--- config.mk ---
export PLATFORM = sky130hd
export DESIGN_NAME = core_control_fsm
export DESIGN_NICKNAME = d
export VERILOG_FILES = /design/src/rtl/core_control_fsm_pkg.sv /design/src/rtl/core_control_fsm_opcode_classifier.sv /design/src/rtl/core_control_fsm.sv
export SDC_FILE = /design/constraint.sdc
export NUM_CORES = 1
export LEC_CHECK = 0
export ABC_AREA = 1
export CORE_ASPECT_RATIO = 1.1
export CORE_MARGIN = 10
export CORE_UTILIZATION = 49
export CTS_BUF_LIST = sky130_fd_sc_hd__clkbuf_8 sky130_fd_sc_hd__clkbuf_16
export DETAILED_ROUTE_END_ITERATION = 12
export PLACE_DENSITY_LB_ADDON = 0.12
export SETUP_SLACK_MARGIN = 0.05
export SLEW_MARGIN = 20
export SYNTH_ARGS = -nofsm -noshare
export SYNTH_HDL_FRONTEND = slang
export SYNTH_SLANG_ARGS = --single-unit
--- constraint.sdc ---
create_clock -name clock -period 1.7 [get_ports clock]
set_clock_uncertainty 0.15 [all_clocks]
set_input_delay 0.255 -clock clock [delete_from_list [all_inputs] [get_ports clock]]
set_output_delay 0.255 -clock clock [all_outputs]
set_load 0.005 [all_outputs]
--- src/rtl/core_control_fsm_pkg.sv ---
// Shared types and constants for the multicycle core control sequencer.
// Opcode constants carry an OPCODE_ prefix so they never clash with the mode enums.
package core_control_fsm_pkg;

  typedef logic [6:0] Opcode_t;
  typedef logic [2:0] Funct3_t;

  typedef enum logic [1:0] {
    NOP           = 2'd0,
    LOAD          = 2'd1,
    STORE_PRELOAD = 2'd2,
    STORE         = 2'd3
  } MemoryMode_t;

  typedef enum logic [1:0] {
    INCREMENT = 2'd0,
    JAL       = 2'd1,
    JALR      = 2'd2,
    BRANCH    = 2'd3
  } BranchALUMode_t;

  typedef enum logic {
    LUI   = 1'b0,
    AUIPC = 1'b1
  } ImmediateFormerMode_t;

  typedef enum logic {
    CURRENT_PC = 1'b0,
    NEXT_PC    = 1'b1
  } InstructionAddressSource_t;

  typedef struct packed {
    logic memory_output_enable;
    logic branch_alu_output_enable;
    logic alu_output_enable;
    logic immediate_former_output_enable;
  } RDSourceSelectLines_t;

  typedef enum logic [3:0] {
    IMM_FORM     = 4'd0,
    ALU          = 4'd1,
    JUMP         = 4'd2,
    BRANCH_CLASS = 4'd3,
    NOP_CLASS    = 4'd4,
    LOAD_CLASS   = 4'd5,
    STORE_CLASS  = 4'd6,
    HALT_CLASS   = 4'd7,
    ILLEGAL      = 4'd8
  } InstrClass_t;

  typedef logic [2:0] ControlState_t;
  localparam ControlState_t STATE_FETCH         = 3'd0;
  localparam ControlState_t STATE_EXECUTE       = 3'd1;
  localparam ControlState_t STATE_MEM_WAIT      = 3'd2;
  localparam ControlState_t STATE_STORE_PRELOAD = 3'd3;
  localparam ControlState_t STATE_STORE_COMMIT  = 3'd4;
  localparam ControlState_t STATE_HALT          = 3'd5;

  localparam Opcode_t OPCODE_LUI      = 7'b0110111;
  localparam Opcode_t OPCODE_AUIPC    = 7'b0010111;
  localparam Opcode_t OPCODE_OP_IMM   = 7'b0010011;
  localparam Opcode_t OPCODE_OP       = 7'b0110011;
  localparam Opcode_t OPCODE_JAL      = 7'b1101111;
  localparam Opcode_t OPCODE_JALR     = 7'b1100111;
  localparam Opcode_t OPCODE_BRANCH   = 7'b1100011;
  localparam Opcode_t OPCODE_MISC_MEM = 7'b0001111;
  localparam Opcode_t OPCODE_LOAD     = 7'b0000011;
  localparam Opcode_t OPCODE_STORE    = 7'b0100011;
  localparam Opcode_t OPCODE_SYSTEM   = 7'b1110011;

  localparam Funct3_t FUNCT3_SYSTEM_PRIV = 3'b000;

endpackage

--- src/rtl/core_control_fsm_opcode_classifier.sv ---
// Maps opcode/funct3 onto the instruction class the sequencer branches on.
module core_control_fsm_opcode_classifier
  import core_control_fsm_pkg::*;
(
  input  Opcode_t     opcode,
  input  Funct3_t     funct3,
  output InstrClass_t instr_class
);

  // Only the base-ISA opcodes are known; only ECALL/EBREAK are accepted from SYSTEM.
  always_comb begin
    instr_class = ILLEGAL;
    if (opcode[1:0] != 2'b11) begin
      instr_class = ILLEGAL;
    end else begin
      case (opcode)
        OPCODE_LUI, OPCODE_AUIPC:  instr_class = IMM_FORM;
        OPCODE_OP_IMM, OPCODE_OP:  instr_class = ALU;
        OPCODE_JAL, OPCODE_JALR:   instr_class = JUMP;
        OPCODE_BRANCH:             instr_class = BRANCH_CLASS;
        OPCODE_MISC_MEM:           instr_class = NOP_CLASS;
        OPCODE_LOAD:               instr_class = LOAD_CLASS;
        OPCODE_STORE:              instr_class = STORE_CLASS;
        OPCODE_SYSTEM: begin
          if (funct3 == FUNCT3_SYSTEM_PRIV) begin
            instr_class = HALT_CLASS;
          end else begin
            instr_class = ILLEGAL;
          end
        end
        default:                   instr_class = ILLEGAL;
      endcase
    end
  end

endmodule

--- src/rtl/core_control_fsm.sv ---
// Multicycle control sequencer: FETCH/EXECUTE plus memory wait states, sticky halt
// and a 64-bit retired-instruction counter.
module core_control_fsm
  import core_control_fsm_pkg::*;
#(
  parameter int unsigned MEM_LATENCY = 1
)
(
  input  logic                      clock,
  input  logic                      reset,
  input  logic [6:0]                opcode,
  input  logic [2:0]                funct3,
  output MemoryMode_t               memoryMode,
  output BranchALUMode_t            branchALUMode,
  output ImmediateFormerMode_t      immediateFormerMode,
  output RDSourceSelectLines_t      rdSourceSelect,
  output logic                      rdWriteEnable,
  output logic                      pcWriteEnable,
  output InstructionAddressSource_t instructionAddressSource,
  output logic                      halted,
  output logic                      illegalInstruction,
  output logic [63:0]               instretCount
);

  localparam logic [3:0] LATENCY_LOAD = 4'(MEM_LATENCY);

  ControlState_t state_r;
  ControlState_t next_state_s;
  logic [3:0]    count_r;
  logic          load_count_s;
  logic          set_halt_s;
  logic          set_illegal_s;
  logic          halted_r;
  logic          illegal_r;
  logic [63:0]   instret_r;
  InstrClass_t   instr_class_s;

  core_control_fsm_opcode_classifier u_classifier (
    .opcode      (opcode),
    .funct3      (funct3),
    .instr_class (instr_class_s)
  );

  // Output decode and next-state selection from the registered state.
  always_comb begin
    memoryMode               = NOP;
    branchALUMode            = INCREMENT;
    immediateFormerMode      = LUI;
    rdSourceSelect           = '0;
    rdWriteEnable            = 1'b0;
    pcWriteEnable            = 1'b0;
    instructionAddressSource = CURRENT_PC;
    next_state_s             = state_r;
    load_count_s             = 1'b0;
    set_halt_s               = 1'b0;
    set_illegal_s            = 1'b0;
    case (state_r)
      STATE_FETCH: next_state_s = STATE_EXECUTE;
      STATE_EXECUTE: begin
        case (instr_class_s)
          IMM_FORM: begin
            rdSourceSelect.immediate_former_output_enable = 1'b1;
            if (opcode == OPCODE_AUIPC) begin
              immediateFormerMode = AUIPC;
            end else begin
              immediateFormerMode = LUI;
            end
            rdWriteEnable = 1'b1;
            pcWriteEnable = 1'b1;
            instructionAddressSource = NEXT_PC;
            next_state_s = STATE_FETCH;
          end
          ALU: begin
            rdSourceSelect.alu_output_enable = 1'b1;
            rdWriteEnable = 1'b1;
            pcWriteEnable = 1'b1;
            instructionAddressSource = NEXT_PC;
            next_state_s = STATE_FETCH;
          end
          JUMP: begin
            rdSourceSelect.branch_alu_output_enable = 1'b1;
            if (opcode == OPCODE_JALR) begin
              branchALUMode = JALR;
            end else begin
              branchALUMode = JAL;
            end
            rdWriteEnable = 1'b1;
            pcWriteEnable = 1'b1;
            instructionAddressSource = NEXT_PC;
            next_state_s = STATE_FETCH;
          end
          BRANCH_CLASS: begin
            branchALUMode = BRANCH;
            pcWriteEnable = 1'b1;
            instructionAddressSource = NEXT_PC;
            next_state_s = STATE_FETCH;
          end
          NOP_CLASS: begin
            pcWriteEnable = 1'b1;
            instructionAddressSource = NEXT_PC;
            next_state_s = STATE_FETCH;
          end
          LOAD_CLASS: begin
            memoryMode = LOAD;
            load_count_s = 1'b1;
            next_state_s = STATE_MEM_WAIT;
          end
          STORE_CLASS: begin
            memoryMode = STORE_PRELOAD;
            load_count_s = 1'b1;
            next_state_s = STATE_STORE_PRELOAD;
          end
          HALT_CLASS: begin
            set_halt_s = 1'b1;
            next_state_s = STATE_HALT;
          end
          default: begin
            set_halt_s = 1'b1;
            set_illegal_s = 1'b1;
            next_state_s = STATE_HALT;
          end
        endcase
      end
      STATE_MEM_WAIT: begin
        memoryMode = LOAD;
        // The last wait cycle doubles as the load's commit cycle.
        if (count_r == 4'd1) begin
          rdSourceSelect.memory_output_enable = 1'b1;
          rdWriteEnable = 1'b1;
          pcWriteEnable = 1'b1;
          instructionAddressSource = NEXT_PC;
          next_state_s = STATE_FETCH;
        end else begin
          next_state_s = STATE_MEM_WAIT;
        end
      end
      STATE_STORE_PRELOAD: begin
        memoryMode = STORE_PRELOAD;
        if (count_r == 4'd1) begin
          next_state_s = STATE_STORE_COMMIT;
        end else begin
          next_state_s = STATE_STORE_PRELOAD;
        end
      end
      STATE_STORE_COMMIT: begin
        memoryMode = STORE;
        pcWriteEnable = 1'b1;
        instructionAddressSource = NEXT_PC;
        next_state_s = STATE_FETCH;
      end
      STATE_HALT: next_state_s = STATE_HALT;
      default:    next_state_s = STATE_FETCH;
    endcase
  end

  // State, latency counter, sticky flags and retirement count.
  always_ff @(posedge clock) begin
    if (!reset) begin
      state_r   <= STATE_FETCH;
      count_r   <= 4'd0;
      halted_r  <= 1'b0;
      illegal_r <= 1'b0;
      instret_r <= 64'd0;
    end else begin
      state_r <= next_state_s;
      if (load_count_s) begin
        count_r <= LATENCY_LOAD;
      end else if (count_r != 4'd0) begin
        count_r <= count_r - 4'd1;
      end else begin
        count_r <= count_r;
      end
      halted_r  <= halted_r | set_halt_s;
      illegal_r <= illegal_r | set_illegal_s;
      if (pcWriteEnable) begin
        instret_r <= instret_r + 64'd1;
      end else begin
        instret_r <= instret_r;
      end
    end
  end

  assign halted             = halted_r;
  assign illegalInstruction = illegal_r;
  assign instretCount       = instret_r;

endmodule

==> impl_metrics.yaml, run 1 <==
floorplanning:
  ios: 90
  floorplan.initialDensity: 0.502
  floorplan.die.width_um: 118
  rows: 39
  die-height_um: 128
synthesis:
  synth_enable_flop_cells: 0
  register_area_share_after_synthesis: 0.280
  avgSynthCellArea_um2: 5.88
  asyncSetResetFlopFracSynth: 0
  yosys.cell_types.count: 28
  synth_fp_nets: 904
  synth.top_cells.by_count: "303 x nand2_1, 150 x nor2_1, 92 x nand3_1, 73 x dfxtp_1, 67 x a21oi_1"
  mappedNetlistArea_mm2: 0.00522
  yosys_warnings: 0
  area_share_of_the_largest_cell_type_after_synthesis: 0.280
  netlist_instances: 888
  primary_flip_flop_cell_chosen_by_synthesis_mapping: "dfxtp_1"
  synthDominantAreaCellType: "dfxtp_1"
  seq_cells_post_synth: 73
  synth_most_common_cell: "nand2_1"
  ys_top_cells_by_area: "dfxtp_1 28%, nand2_1 22%, nor2_1 11%, nand3_1 8.8%, a21oi_1 6.4%"
status:
  first-error: "[ERROR DPL-0038] Utilization greater than 100%, impossible to legalize"
  outcome: "did not finish"
  lastStage: "5_1_grt"
clock_tree:
  ctsHtreeMaxLevel: 3
  cts.root.buffer_cell: "clkbuf_16"
  clockBufferDepth: 2
  cts_sinks: 73
  numCtsBuffers: 9
  post_cts_hold_buffer_count: 0
placement:
  port_buffers: 89
  place_hpwl_um: 15000
  place_area_mm2: 0.00753
  routability_congestion: 1.04
global_routing:
  grt_max_degree: 45
sta:
  grt_repair_worst_endpoint: "branchALUMode[0]"
  endpoint_type: "output port"
timing repair:
item,4_1_cts
pin swaps,69
gates cloned,14
endpoints found under the setup margin,148
setup buffers,38
gates resized for setup,452
metrics by stage:
stage	util	instances	TNS (ns)	worst slack, ns
CTS	0.902	1334	-7.44	-0.191
detailed placement	0.724	1271	-52.14	-0.948
global placement	0.724	1271	-49.59	-0.906
floorplan	-	888	0	0.0201
cells by family after synthesis:
kind of cell,share of synthesized area
DFF,0.280
adders and majority gates,0.00959
xor gates and xnor gates,0.0520
AOI/OAI and AO/OA,0.0921
buffers and inverters,0.0830
and+or+nand+nor,0.483
==> run 2: changes to the inputs <==
--- a/config.mk
+++ b/config.mk
@@ -6,13 +6,10 @@
 export NUM_CORES = 1
 export LEC_CHECK = 0
 export ABC_AREA = 1
-export CORE_ASPECT_RATIO = 1.1
 export CORE_MARGIN = 10
-export CORE_UTILIZATION = 49
-export CTS_BUF_LIST = sky130_fd_sc_hd__clkbuf_8 sky130_fd_sc_hd__clkbuf_16
+export CORE_UTILIZATION = 40
 export DETAILED_ROUTE_END_ITERATION = 12
-export PLACE_DENSITY_LB_ADDON = 0.12
-export SETUP_SLACK_MARGIN = 0.05
+export PLACE_DENSITY_LB_ADDON = 0.15
 export SLEW_MARGIN = 20
 export SYNTH_ARGS = -nofsm -noshare
 export SYNTH_HDL_FRONTEND = slang
==> constraint.sdc (replaced) <==
create_clock -name clock -period 2.21 [get_ports clock]
set_clock_uncertainty 0.15 [all_clocks]
set_input_delay 0.3315 -clock clock [delete_from_list [all_inputs] [get_ports clock]]
set_output_delay 0.3315 -clock clock [all_outputs]
set_load 0.005 [all_outputs]
==> impl_metrics.yaml, run 2 <==
status:
  outcome: "complete, no violations"
flow_run:
  cap_violations: 0
sta:
  final_min_period_over_clock_period: 0.974
  unrepaired_setup_endpoints_after_global_routing: "yes"
  fin_crit_ns: 2.15
  number_of_setup_violations_in_the_final_report: 0
  max_slew.worst_pin.slew_ns: 0.483
  timing.fmax_mhz: 464
  timing.max_slew.rel_slack: 0.678
  timing_hold_violations_final: 0
  number_of_pins_with_negative_max_slew_slack_in_the_final_report: 0
clock_tree:
  cts_sinks: 73
  clockBufferDepth: 2
  post_cts_hold_buffer_count: 0
  insertion_delay_ns: 0.35
  numCtsBuffers: 9
  cts.root.buffer_cell: "clkbuf_16"
  cts.reportedPaths.clkPinSlew_ns: 0.05
  clock_tree_from_tritoncts: "done"
  ctsHtreeMaxLevel: 3
critical_path:
  cpMostUsedCell: "nand3_2"
  worstPathRequired_ns: 1.73
  r2r-start: "instretCount[36]"
  arrival_ns: 1.67
  timing.rr.end: "instretCount[53]"
  library_cell_contributing_the_largest_single_delay_on_the_critical_path: "clkdlybuf4s50_1"
  critPathMaxStageDelay_ns: 0.42
  worst_setup_path_end_kind: "output pin"
  worst_reg2reg_path_depth: 9
  timing.critical_path.cells: "clkdlybuf4s50_1 > nor3_2 > nand3_2 > nand3_2 > nand3_2 > nor2_2 > dlygate4sd2_1"
  timing.reg2reg.setup_slack_ns: 0.19
  kind_of_start_point_of_the_critical_path: "primary input"
  crit_type: "primary input to output pin"
  critPathMaxFanout: 3
cells_and_area:
  flow.area_growth_from_synthesis_pct: 33.8
  mostFrequentLayoutCells: "301 x nand2_1, 142 x nor2_1, 89 x nand3_1, 72 x dfxtp_1, 70 x clkdlybuf4s50_1"
  final_layout_size_suffix_gt1_frac: 0.137
  antenna-diode-count: 0
  flip_flop_count_of_the_largest_register_all_copies_and_words_added: 64
  post-route-util: 0.549
  layout.cells.most_common: "nand2_1"
  num-nets-final: 1033
drt:
  first_iter_violations: 456
  wire_per_inst_um: 15.4
  num_vias: 6013
  detail_route.drc_violations: 0
  detail-route-antenna-nets: 0
  vias_per_cell: 5.04
  drtPass1Iterations: 7
  drt_wl_total_um: 18400
floorplanning:
  design.die.area_mm2: 0.0180
  rows: 41
  floorplan.die.width_um: 134
  floorplan.initialDensity: 0.410
  die-height_um: 134
  ios: 90
  core_region_area_mm2: 0.0127
synthesis:
  seq_cells_post_synth: 73
  yosys_warnings: 0
  netlist_instances: 888
  synth_most_common_cell: "nand2_1"
  ys_top_cells_by_area: "dfxtp_1 28%, nand2_1 22%, nor2_1 11%, nand3_1 8.8%, a21oi_1 6.4%"
  yosys.cell_types.count: 28
  synthDominantAreaCellType: "dfxtp_1"
  register_area_share_after_synthesis: 0.280
  mappedNetlistArea_mm2: 0.00522
  primary_flip_flop_cell_chosen_by_synthesis_mapping: "dfxtp_1"
  asyncSetResetFlopFracSynth: 0
  synth.top_cells.by_count: "303 x nand2_1, 150 x nor2_1, 92 x nand3_1, 73 x dfxtp_1, 67 x a21oi_1"
  synth_fp_nets: 904
  area_share_of_the_largest_cell_type_after_synthesis: 0.280
  synth_enable_flop_cells: 0
  avgSynthCellArea_um2: 5.88
global_routing:
  grt_use_met1: 0.271
  grt_first_pass_wirelength_um: 30200
  grt_antenna_before_repair: 0
  grt_max_degree: 65
  via_count_of_the_first_global_routing_pass: 5714
  total_grt_usage: 0.207
  grt_util_met3: 0.0411
  grtUsageMet2: 0.332
  grt_overflow: 0
  top_usage_layer: "met2"
placement:
  routability_congestion: 0.973
  port_buffers: 89
  place_hpwl_um: 14300
power_and_ir_drop:
  finalPower_mw: 3.58
  maximum_ir_drop_on_the_vdd_rail_v: 0.000450
  power_density_mw_per_mm2: 513
  power_leakage_nw: 2.48
worst_hold_path:
  min-delay-start: "illegalInstruction"
  tightest_hold_check_type: "flop to flop"
  hold-path-endpoint: "illegalInstruction"
  worst_hold_path.num_cells: 2
run 2: cell counts after synthesis:
No cell type changed its count.
run 2: worst max path at each step:
stage	start	end	slack [ns]
after floorplan	instretCount[0]	instretCount[60]	0.37
after global placement	opcode[6]	branchALUMode[1]	-0.57
after detailed placement	opcode[6]	branchALUMode[0]	-0.59
after CTS	funct3[1]	branchALUMode[0]	-0.07
after global routing	opcode[3]	memoryMode[1]	-0.04
final	funct3[2]	rdSourceSelect[2]	0.06
run 2: power breakdown:
| group | internal (mW) | switching (mW) | total, mW |
|---|---|---|---|
| Sequential | 1.36 | 0.0400 | 1.40 |
| Clock | 1.05 | 0.587 | 1.63 |
| Combinational | 0.209 | 0.339 | 0.547 |
| Total | 2.62 | 0.965 | 3.58 |
run 2: final cells by class:
class | instances | area [um^2]
Clock inverter | 5 | 77.6
Multi-Input combinational cell | 724 | 3420
Timing Repair Buffer | 147 | 1320
Sequential cell | 73 | 1460
Tap cell | 172 | 215
Clock buffer | 11 | 253
Inverter | 62 | 233
Fill cell | 1375 | 5740
run 2: worst max-delay path, delay by kind of cell:
kind,cells,cell delay [ns]
buf+inv,2,0.68
simple gates,5,0.66
run 2: logic make-up (layout without fill, tap and decap cells):
kind of cell    count (synthesis)  count (layout)  share of synthesized area
simple gates                  597             597                      0.483
compound gates                 92              92                     0.0921
buf+inv                        91             225                     0.0830
fa+ha+maj                       4               4                    0.00959
flops                          73              73                      0.280
xor+xnor                       31              31                     0.0520
run 2: routing by layer:
layer	vias up	wire length, um
met2	155	8540
met3	21	1120
met5	-	0
li1	3118	-
met4	0	341
met1	2719	8370
run 2: repair_timing:
action	in CTS	in global routing
resized for setup	33	31
setup buffers	3	3
pin swaps	6	11
endpoints found under the setup margin	76	63
run 2: stage by stage:
stage | cell area, um^2 | setup TNS, ns | setup slack (ns) | std cells | hold slack (ns)
after CTS | 6910 | -0.0687 | -0.0687 | 1192 | 0.324
final | 6980 | 0 | 0.0566 | 1194 | 0.315
after global routing | 6980 | -0.136 | -0.0359 | 1194 | 0.360
after detailed placement | 6540 | -31.42 | -0.594 | 1173 | 0.312
after global placement | 6540 | -29.07 | -0.567 | 1173 | 0.299
after floorplan | 5220 | 0 | 0.371 | 888 | 0.279
No activity file was read; power rests on OpenSTA's default activity.
==> RTL change, RTL diff (config.mk and constraints of run 2) <==
Register the input `opcode` before use. The logic sees it one clock later. The other inputs are not delayed to match.
--- a/src/rtl/core_control_fsm.sv
+++ b/src/rtl/core_control_fsm.sv
@@ -24,6 +24,12 @@
 
   localparam logic [3:0] LATENCY_LOAD = 4'(MEM_LATENCY);
 
+  logic [6:0] opcode_q;
+
+  always_ff @(posedge clock) begin
+    opcode_q <= opcode;
+  end
+
   ControlState_t state_r;
   ControlState_t next_state_s;
   logic [3:0]    count_r;
@@ -36,7 +42,7 @@
   InstrClass_t   instr_class_s;
 
   core_control_fsm_opcode_classifier u_classifier (
-    .opcode      (opcode),
+    .opcode      (opcode_q),
     .funct3      (funct3),
     .instr_class (instr_class_s)
   );
@@ -60,7 +66,7 @@
         case (instr_class_s)
           IMM_FORM: begin
             rdSourceSelect.immediate_former_output_enable = 1'b1;
-            if (opcode == OPCODE_AUIPC) begin
+            if (opcode_q == OPCODE_AUIPC) begin
               immediateFormerMode = AUIPC;
             end else begin
               immediateFormerMode = LUI;
@@ -79,7 +85,7 @@
           end
           JUMP: begin
             rdSourceSelect.branch_alu_output_enable = 1'b1;
-            if (opcode == OPCODE_JALR) begin
+            if (opcode_q == OPCODE_JALR) begin
               branchALUMode = JALR;
             end else begin
               branchALUMode = JAL;
Formal check against the unedited RTL: not equivalent (a bounded check fails within 4 cycles, from zero or initial values and one cycle with reset low).
==> RTL change against run 2 <==
The run now ends with setup timing left. Sequential cell count grew 7. Wire length shrank 6.2%. Total power grew 1.8%. Cell area shrank 1.6%. First-iteration DRC count shrank 21%. Count of clock-buffer cells in the layout grew 1. Worst setup slack lost 0.081 ns. Synthesized area shrank 0.70%. Via count shrank 3.5%. Largest power group is now registers.
==> RTL change: results (changes against run 2) <==
| Metric | Value |
|---|---|
| Status | complete, but fails checks |
| Compound-cell area share of the yosys netlist | 9.58% (+0.38 points) |
| Switch share | 29.5% (+2.6 points) |
| Final worst slack | -0.0243 ns (-0.0809 ns) |
| # setup viols final | 1 (+1) |
| Core Region | 12,700 um^2 (-0.40%) |
| Syn_nets | 889 (-1.7%) |
| Worst hold path stage count | 1 (-1) |
| Critical Path Max Stage Delay | 0.35 ns (-0.07 ns) |
| Detailed Route Iter0 Violations | 359 (-21%) |
| Crit path capture | rdWriteEnable |
| Metal3 WL | 1380 um (+23%) |
| Failing checks | setup timing |
| Largest net degree at the start of global routing | 54 (-17%) |
| Number of cells produced by synthesis | 873 (-1.7%) |
| Register-to-Register Setup Slack | 0.13 ns (-0.06 ns) |
| Hold path start | opcode[3] |
| First-pass GRT wire length | 27,300 um (-9.6%) |
| Synth area leaders | dfxtp_1 (31%), nand2_1 (24%), nor2_1 (11%) |
| Synth Area in XOR/XNOR | 3.89% (-1.3 points) |
| Distinct cells, synth | 34 (+21%) |
| Overall routing resource usage | 18.8% (-1.9 points) |
| Leak | 2.45 nW (-1.2%) |
| GR Util met2 | 28.7% (-4.5 points) |
| Placer Congestion | 0.925 (-4.9%) |
| Min-Delay Path Class | in2reg |
| Vias in the first global route | 5,312 (-7.0%) |
| Worst Hold Path EP | opcode_q[3] |
## RTL change: changes by cell type after synthesis, sizes merged, moves of 6 or more
cell	before	now
nand2	315	340
dfxtp	73	80
nor3	6	14
buf	22	14
a21oi	69	63
o21ai	18	24
inv	62	70
nor2	163	173
nand3	93	31
## RTL change: worst register-to-register path, delay by kind of cell, from the launching register on
| family | cells | cell delay, ns |
|---|---|---|
| compound gates | 1 | 0.06 |
| buf+inv | 4 | 0.69 |
| flops | 1 | 0.35 |
| simple gates | 6 | 0.69 |
## RTL change: final cells by class
cell class	count	area, um^2	share of cell area [%]
multi-input cells	701	3260	47.5
clock inverters	3	17.5	0.255
clock buffers	12	256	3.73
well taps	172	215	3.13
repair buffers	130	1230	17.9
inverters	71	269	3.92
flip-flops and latches	80	1620	23.6
## RTL change: what timing repair did
item                                    CTS  global route
pin swaps                                 4             8
gates cloned                              0             1
resized for setup                        33            33
hold buffers                              0             0
setup buffers                             4             5
endpoints found under the setup margin   12            19
